File: src/rtl/dsp_pkg.sv
// Shared DSP-path constants and helpers for accumulator sizing and
// magnitude extraction.
package dsp_pkg;
  localparam int ACC_W     = 40;
  localparam int OUT_W     = 16;
  localparam int SHIFT_W   = 5;
  localparam int SHIFT_MAX = 24;

  // One's-complement magnitude: cannot overflow at the most negative value.
  function automatic logic [ACC_W-1:0] mag_of(input logic [ACC_W-1:0] acc);
    return acc[ACC_W-1] ? ~acc : acc;
  endfunction
endpackage

File: src/rtl/msb_detect.sv
// Combinational leading-one detector over an accumulator-width word.
module msb_detect
  import dsp_pkg::*;
(
  input  logic [ACC_W-1:0] value,
  output logic [5:0]       index,
  output logic             any
);

  always_comb begin
    index = '0;
    for (int i = 0; i < ACC_W; i++) begin
      if (value[i]) index = 6'(i);
    end
  end

  assign any = |value;

endmodule

File: src/rtl/auto_shift.sv
// Block-floating-point gain controller: per-frame peak tracking with immediate
// attack and hold-counter-gated decay of the shifter right-shift amount.
module auto_shift
  import dsp_pkg::*;
#(
  parameter int FRAME     = 256,
  parameter int HOLD      = 4,
  parameter int MIN_SHIFT = 0,
  parameter int MAX_SHIFT = SHIFT_MAX
) (
  input  logic               ck,
  input  logic               rst_n,
  input  logic               en,
  input  logic               in_valid,
  input  logic [ACC_W-1:0]   in,
  output logic [SHIFT_W-1:0] shift,
  output logic               shift_valid,
  output logic               clip
);

  localparam int CNT_W  = $clog2(FRAME);
  localparam int HOLD_W = (HOLD > 1) ? $clog2(HOLD) : 1;
  localparam logic [CNT_W-1:0]  LAST_IDX  = CNT_W'(FRAME - 1);
  localparam logic [HOLD_W-1:0] HOLD_LAST = HOLD_W'(HOLD - 1);

  logic [CNT_W-1:0]   frame_cnt;
  logic [HOLD_W-1:0]  hold_cnt;
  logic [ACC_W-1:0]   acc_or;
  logic               clip_st;
  logic [ACC_W-1:0]   snap;
  logic               clip_snap;
  logic               snap_vld;
  logic [SHIFT_W-1:0] target;
  logic               clip_tgt;
  logic               tgt_vld;

  logic [ACC_W-1:0]   mag;
  logic [5:0]         chk_amt;
  logic               ovf;
  logic               accept;
  logic               last;
  logic [5:0]         msb_idx;
  logic               msb_any;
  logic [SHIFT_W-1:0] tgt_next;

  assign mag     = mag_of(in);
  assign chk_amt = 6'(OUT_W - 1) + 6'(shift);
  assign ovf     = |(mag >> chk_amt);
  assign accept  = en & in_valid;
  assign last    = accept && (frame_cnt == LAST_IDX);

  msb_detect u_msb (
    .value (snap),
    .index (msb_idx),
    .any   (msb_any)
  );

  // A peak below 2^15 needs no shift; otherwise the top bit must land on bit 14.
  always_comb begin
    int rt;
    rt = 0;
    if (msb_any && (msb_idx >= 6'(OUT_W - 1))) rt = int'(msb_idx) - (OUT_W - 2);
    if (rt < MIN_SHIFT) rt = MIN_SHIFT;
    if (rt > MAX_SHIFT) rt = MAX_SHIFT;
    tgt_next = SHIFT_W'(rt);
  end

  always_ff @(posedge ck) begin
    if (!rst_n) begin
      frame_cnt   <= '0;
      hold_cnt    <= '0;
      acc_or      <= '0;
      clip_st     <= 1'b0;
      snap        <= '0;
      clip_snap   <= 1'b0;
      snap_vld    <= 1'b0;
      target      <= '0;
      clip_tgt    <= 1'b0;
      tgt_vld     <= 1'b0;
      shift       <= SHIFT_W'(MAX_SHIFT);
      shift_valid <= 1'b0;
      clip        <= 1'b0;
    end else begin
      snap_vld    <= last;
      tgt_vld     <= snap_vld;
      shift_valid <= tgt_vld;
      clip        <= tgt_vld & clip_tgt;

      if (last) begin
        snap      <= acc_or | mag;
        clip_snap <= clip_st | ovf;
      end
      if (snap_vld) begin
        target   <= tgt_next;
        clip_tgt <= clip_snap;
      end

      if (!en || last) begin
        frame_cnt <= '0;
        acc_or    <= '0;
        clip_st   <= 1'b0;
      end else if (in_valid) begin
        frame_cnt <= frame_cnt + 1'b1;
        acc_or    <= acc_or | mag;
        clip_st   <= clip_st | ovf;
      end

      if (tgt_vld) begin
        if (target > shift) begin
          shift    <= target;
          hold_cnt <= '0;
        end else if (target == shift) begin
          hold_cnt <= '0;
        end else if (hold_cnt == HOLD_LAST) begin
          shift    <= shift - 1'b1;
          hold_cnt <= '0;
        end else begin
          hold_cnt <= hold_cnt + 1'b1;
        end
      end
      if (!en) hold_cnt <= '0;
    end
  end

endmodule

File: config.mk
export PLATFORM = sky130hd
export DESIGN_NAME = auto_shift
export DESIGN_NICKNAME = d
export VERILOG_FILES = /design/src/rtl/dsp_pkg.sv /design/src/rtl/msb_detect.sv /design/src/rtl/auto_shift.sv
export SDC_FILE = /design/constraint.sdc
export NUM_CORES = 1
export LEC_CHECK = 0
export ABC_AREA = 1
export CAP_MARGIN = 30
export CORE_MARGIN = 3
export CORE_UTILIZATION = 50
export DETAILED_ROUTE_END_ITERATION = 7
export GPL_TIMING_DRIVEN = 0
export PLACE_DENSITY = 0.71
export SLEW_MARGIN = 20
export SYNTH_ARGS = -nofsm -noshare
export SYNTH_HDL_FRONTEND = slang
export SYNTH_HIERARCHICAL = 1
export SYNTH_SLANG_ARGS = --single-unit
File: constraint.sdc
create_clock -name ck -period 8.7 [get_ports ck]
set_clock_uncertainty 0.2 [all_clocks]
set_input_delay 1.74 -clock ck [delete_from_list [all_inputs] [get_ports ck]]
set_output_delay 1.74 -clock ck [all_outputs]
set_load 0.05 [all_outputs]
==> impl_metrics.env, run 1 <==
export IMPL_cp_arrival_ns=3.94
export IMPL_dieWidth_microns=111.6
export IMPL_drv_slew=0
export IMPL_syn_area_sq_um=5574
export IMPL_coreArea_sq_um=10600
export IMPL_drt_vias_per_instance=5.105
export IMPL_status="completed"
export IMPL_post_cts_repair_setup_buffers=0
export IMPL_ys_ff_latch=105
export IMPL_critPathBufInv=2
export IMPL_yosysUniqueCellTypes=41
export IMPL_multiInputGateArea_sq_um=2789
export IMPL_grt_max_degree=17
export IMPL_gp_congestion=0.8925
export IMPL_wirelength_microns=13400
export IMPL_synth_seq_area_share_pct=37.71
export IMPL_grtUsageTotal_pct=22.46
export IMPL_cp_end_kind="flop"
export IMPL_num_rows=37
export IMPL_drt_wirelength_per_cell_microns=13.44
export IMPL_antenna_cells=0
export IMPL_grt_pass1_wl_microns=22930
export IMPL_p_leak_uw=0.002849
export IMPL_dieArea_sq_um=12450
export IMPL_drtAntennaViolNets=0
export IMPL_startpoint_type="input pin"
export IMPL_crit_family="buffers and inverters"
export IMPL_num_io_pins=51
export IMPL_tns_ns=0
export IMPL_avgSynthCellArea_sq_um=7.011
export IMPL_min_path_type="flop to flop"
export IMPL_period_needed_ns=3.827
export IMPL_vias=5090
export IMPL_slew_limit_headroom_pct=55.77
export IMPL_clock_latency_ns=0.37
export IMPL_drt_pass1_iterations=5
export IMPL_drive_gt1_share_pct=7.201
export IMPL_start_util_pct=52.58
export IMPL_crit_required_ns=8.81
export IMPL_rsz0062_at_grt="false"
export IMPL_synth_edf_count=0
export IMPL_numCtsBuffers=9
export IMPL_drt_iter0_drc=295
export IMPL_async_flop_share_pct=0
export IMPL_critPathMaxStageDelay_ns=0.60
export IMPL_hpwl_microns=10360
export IMPL_cp_cell_sequence="clkdlybuf4s50_1 -> nand2_1 -> nor2_1 -> clkbuf_1 -> o21a_1"
export IMPL_htree_num_levels=3
export IMPL_nFillCells=1026
export IMPL_area_delta_synth_final_pct=15.44
export IMPL_finalWorstSetupSlack_ns=4.873
export IMPL_pre_cts_slack_ns=4.426
export IMPL_ir_drop_v=0.0001441
export IMPL_yosys_warnings=6
export IMPL_power_density_nw_per_um2=141.5
export IMPL_grt_overflow=0
export IMPL_cts_tree="yes"
export IMPL_cts_root_buf="clkbuf_8"
export IMPL_cts_sinks=105
export IMPL_fmax_mhz=261.3
export IMPL_synth_cells=795
export IMPL_die_y_microns=111.6
export IMPL_grt_pass1_vias=4867
export IMPL_ff_latch_area_sq_um=2102
export IMPL_worstMarginPinSlew_ns=0.6610
export IMPL_cp_slowest_cell="clkdlybuf4s50_1"
export IMPL_synth_ff_type="dfxtp_1"
export IMPL_critPathKind="input pin to flop"
export IMPL_clk_pin_slew_worst_paths_ns=0.09
export IMPL_nNetsFinal=909
export IMPL_hold_buffers=0
export IMPL_drc=0
export IMPL_placement_io_buffers=49
export IMPL_maxCapViolCount=0
export IMPL_antenna_found_initial=0
export IMPL_cts_resized=0
export IMPL_setup_viol=0
export IMPL_hold_viol_final=0
export IMPL_clockBufferDepth=2
export IMPL_cp_max_fo=10
export IMPL_post_route_period_util_pct=43.99
==> cell usage in the layout (no fill, tap or decap), types with 5 or more instances in the layout <==
cell             instances
a31oi_1                 24
o21ai_0                 50
inv_2                    5
nand3_1                 33
xnor2_2                  5
inv_1                  117
dfxtp_1                105
a21oi_1                 64
o21a_1                  14
ha_1                     9
nor2_1                  86
xor2_1                  20
buf_2                   12
clkdlybuf4s50_1         49
xnor2_1                  7
clkbuf_1                15
nand4_1                  5
clkbuf_8                10
nand2_1                179
==> path summary, 6_finish.rpt <==
path,startpoint,cells past startpoint,slack [ns],endpoint
setup / recovery,rst_n,5,4.87,acc_or[38]$_SDFFE_PP0P_
hold / removal,acc_or[12]$_SDFFE_PP0P_,2,0.25,acc_or[12]$_SDFFE_PP0P_
setup reg to reg,snap[1]$_SDFFE_PN0P_,48,5.03,target[1]$_SDFFE_PN0P_
hold reg to reg,acc_or[12]$_SDFFE_PP0P_,2,0.25,acc_or[12]$_SDFFE_PP0P_
==> tightest hold or removal path, delay by kind of cell, from the launching register on <==
family | cells | cell delay [ns]
buffers and inverters | 1 | 0.05
AO/OA/AOI/OAI | 1 | 0.05
flip-flops | 1 | 0.32
==> sequential cells by signal (all words and copies together) (netlist names) <==
signal       flops
clip             1
shift_valid      1
acc_or          39
clip_tgt         1
hold_cnt         2
clip_st          1
snap_vld         1
target           5
tgt_vld          1
shift            5
frame_cnt        8
snap            39
clip_snap        1
==> power breakdown <==
part	internal (uW)	switching, uW
Clock	142	162
Sequential	488	3.72
Combinational	49.5	65.0
Total	680	231
==> logic make-up after synthesis <==
kind of cell	count (synthesis)	share of synthesized area, %
other	1	0.06728
and+or+nand+nor	321	23.73
AOI/OAI and AO/OA	166	16.68
xor gates and xnor gates	36	7.475
buffers and inverters	157	12.32
adders and majority gates	9	2.020
DFF	105	37.71
==> layout make-up <==
type / count / share of cell area (%)
inverters: 125 / 7.933
clock inverters: 4 / 0.7972
multi-input cells: 534 / 43.34
clock buffers: 12 / 2.255
well taps: 136 / 2.644
plain buffers: 32 / 2.742
repair buffers: 49 / 7.622
flip-flops and latches: 105 / 32.67
==> cells in the mapped netlist, types with 3 or more instances <==
cell	instances	area, sq um
buf_6	3	33.78
dfxtp_1	105	2102
o211ai_1	3	22.52
nor2_2	4	25.02
inv_2	5	18.77
nor2_1	86	322.8
inv_1	117	439.2
xor2_1	20	175.2
clkbuf_1	13	48.80
nand2_1	179	671.9
xnor2_4	3	82.58
o21bai_1	3	22.52
a31oi_1	24	150.1
bufinv_8	3	52.55
buf_2	12	60.06
nand2_2	3	18.77
a21oi_1	64	320.3
xnor2_1	7	61.31
o21ai_0	50	250.2
ha_1	9	112.6
o21ai_1	3	15.01
nand4_1	5	31.28
xnor2_2	5	81.33
o21a_1	14	105.1
nand3_1	33	165.2
==> stage by stage <==
stage	hold WS, ns	power (uW)	instance area (sq um)	instances	util (%)
detailed placement	0.2368	617.6	6238	981	58.85
floorplan	0.2153	573.6	5578	796	-
finish	0.2499	910.7	6435	997	60.70
global placement	0.2263	614.6	6238	981	58.85
global route	0.2643	949.0	6435	997	60.70
CTS	0.2507	916.4	6435	997	60.70
==> routing by layer <==
metal	GRT usage [%]	part of all wire, %	vias up
met1	29.00	46	2327
met4	6.002	1.8	0
li1	-	-	2633
met3	5.163	5.6	18
met2	37.92	47	112
met5	0	0	-
No activity file was read; power rests on OpenSTA's default activity.
==> inputs of run 2 (changes only) <==
- clock period: 8.7 -> 3.8 ns (I/O delays scaled with it)
==> run 2 against run 1 <==
  * Total power is 130% higher
  * Via count is 0.59% higher
  * Wire length is 2.0% higher
  * Setup slack worse by 4.7 ns
  * Non-clock buffer count is 4 higher
  * Flip-flop and latch count stayed put
  * Critical path depth is 44 higher
  * Utilization is 0.79 points higher
  * Global-route usage stayed put
  * Cell count is 0.40% higher
  * Critical path type is now flop to flop
==> impl_metrics.env, run 2 (synthesis gave the netlist of run 1 again) <==
export IMPL_drt_wirelength_per_cell_microns=13.65
export IMPL_drive_gt1_share_pct=9.133
export IMPL_r2r_slack_ns=0.17
export IMPL_maxCapViolCount=0
export IMPL_power_frac_clock_pct=33.2
export IMPL_worstReg2RegEnd="target[1]$_SDFFE_PN0P_"
export IMPL_clockBufferDepth=2
export IMPL_start_util_pct=52.58
export IMPL_critPathMaxStageDelay_ns=0.33
export IMPL_status="completed"
export IMPL_fmax_mhz=275.8
export IMPL_switching_share_pct=25.43
export IMPL_period_needed_ns=3.625
export IMPL_cp_common_cell="nand2_1"
export IMPL_post_route_period_util_pct=95.40
export IMPL_ir_drop_v=0.0003066
export IMPL_nNetsFinal=913
export IMPL_grt_max_degree=17
export IMPL_slew_limit_headroom_pct=55.10
export IMPL_cts_tree="yes"
export IMPL_multiInputGateArea_sq_um=2835
export IMPL_ff_latch_area_sq_um=2106
export IMPL_gp_congestion=0.8925
export IMPL_nFillCells=1017
export IMPL_cp_end_kind="flop"
export IMPL_startpoint_type="flop"
export IMPL_cp_depth=49
export IMPL_startpoint="snap[2]$_SDFFE_PN0P_"
export IMPL_num_io_pins=51
export IMPL_cts_root_buf="clkbuf_8"
export IMPL_area_delta_synth_final_pct=16.95
export IMPL_critPathKind="flop to flop"
export IMPL_cp_arrival_ns=3.70
export IMPL_crit_family="simple AND/OR/NAND/NOR gates"
export IMPL_pwr_share_seq_pct=53.8
export IMPL_final_common_cell="nand2_1"
export IMPL_antenna_found_initial=0
export IMPL_wirelength_microns=13670
export IMPL_tns_ns=0
export IMPL_hold_viol_final=0
export IMPL_grtUsageTotal_pct=22.46
export IMPL_crit_end="target[1]$_SDFFE_PN0P_"
export IMPL_grt_pass1_wl_microns=22930
export IMPL_power_density_nw_per_um2=320.9
export IMPL_rsz0062_at_grt="true"
export IMPL_drc=0
export IMPL_cts_sinks=105
export IMPL_final_cell_mix="nand2_1 (177), inv_1 (116), dfxtp_1 (102)"
export IMPL_num_rows=37
export IMPL_dieArea_sq_um=12450
export IMPL_die_y_microns=111.6
export IMPL_clock_latency_ns=0.37
export IMPL_reg2reg_from="snap[2]$_SDFFE_PN0P_"
export IMPL_clk_pin_slew_worst_paths_ns=0.09
export IMPL_dieWidth_microns=111.6
export IMPL_vias=5120
export IMPL_p_switching_uw=531.9
export IMPL_min_path_type="flop to flop"
export IMPL_drtAntennaViolNets=0
export IMPL_antenna_cells=0
export IMPL_htree_num_levels=3
export IMPL_coreArea_sq_um=10600
export IMPL_placement_io_buffers=49
export IMPL_p_leak_uw=0.002873
export IMPL_drv_slew=0
export IMPL_cp_slowest_cell="dfxtp_2"
export IMPL_grt_pass1_vias=4867
export IMPL_setup_viol=0
export IMPL_cp_max_fo=4
export IMPL_crit_required_ns=3.87
export IMPL_drt_vias_per_instance=5.115
export IMPL_drt_iter0_drc=324
export IMPL_comb_power_share_pct=13.0
export IMPL_drt_pass1_iterations=5
export IMPL_grt_overflow=0
export IMPL_worstMarginPinSlew_ns=0.6736
export IMPL_numCtsBuffers=9
export IMPL_hpwl_microns=10360
export IMPL_critPathBufInv=3
export IMPL_internal_power_uw=1560
export IMPL_reg_largest_list="acc_or: 39 flops, snap: 39 flops, frame_cnt: 8 flops"
export IMPL_post_place_cells=981
export IMPL_r2r_worst_path_cells=49
export IMPL_layout_cells_non_filler=1001
run 2: worst min-delay path by stage:
stage / from / to / slack (ns) / cells past startpoint
finish: acc_or[12]$_SDFFE_PP0P_ / acc_or[12]$_SDFFE_PP0P_ / 0.25 / 2
global route: acc_or[25]$_SDFFE_PP0P_ / acc_or[25]$_SDFFE_PP0P_ / 0.26 / 2
CTS: acc_or[12]$_SDFFE_PP0P_ / acc_or[12]$_SDFFE_PP0P_ / 0.25 / 2
detailed placement: acc_or[12]$_SDFFE_PP0P_ / acc_or[12]$_SDFFE_PP0P_ / 0.24 / 2
global placement: clip_tgt$_SDFFE_PN0P_ / clip$_SDFF_PN0_ / 0.23 / 2
floorplan: clip_tgt$_SDFFE_PN0P_ / clip$_SDFF_PN0_ / 0.22 / 2
run 2: layout make-up:
| cell class | count | share of cell area (%) |
|---|---|---|
| Multi-Input combinational cell | 534 | 43.49 |
| Sequential cell | 105 | 32.30 |
| Tap cell | 136 | 2.610 |
| Timing Repair Buffer | 53 | 8.042 |
| Inverter | 125 | 7.831 |
| Buffer | 32 | 2.706 |
| Clock inverter | 4 | 0.7869 |
| Clock buffer | 12 | 2.226 |
run 2: repair_timing:
item	4_1_cts	5_1_grt
resized for setup	0	16
setup buffers	0	4
hold buffers	0	0
endpoints found under the setup margin	0	5
run 2: power groups by stage:
stage | clock, uW | sequential [uW] | combinational [uW]
finish | 694 | 1130 | 271
global route | 750 | 1130 | 302
CTS | 708 | 1130 | 264
detailed placement | 0 | 1150 | 262
global placement | 0 | 1150 | 256
floorplan | 0 | 1150 | 163
run 2: tightest hold or removal path: stages (launching register included):
cell     delay [ns]
dfxtp_1        0.32
inv_1          0.05
a21oi_1        0.05
run 2: metal layers:
layer,GRT usage [%],vias up,wire length [microns]
li1,-,2644,-
met2,37.92,117,6445
met4,6.002,0,262
met1,29.00,2337,6211
met3,5.163,22,745
met5,0,-,0
run 2: per-stage QoR:
stage	total power, uW	worst slack (ns)	hold WS, ns	instance area (sq um)	util [%]
floorplan	1313	0.6661	0.2153	5578	-
global placement	1407	0.2013	0.2263	6238	58.85
detailed placement	1414	0.1536	0.2368	6238	58.85
CTS	2098	0.1392	0.2507	6435	60.70
global route	2181	-0.3201	0.2643	6519	61.49
finish	2092	0.1748	0.2505	6519	61.49
==> inputs of run 3 (changes only) <==
- SETUP_SLACK_MARGIN: default -> 0.1
==> results of run 3 <==
Same layout as run 2: the final DEF is identical, and so are final timing and power.
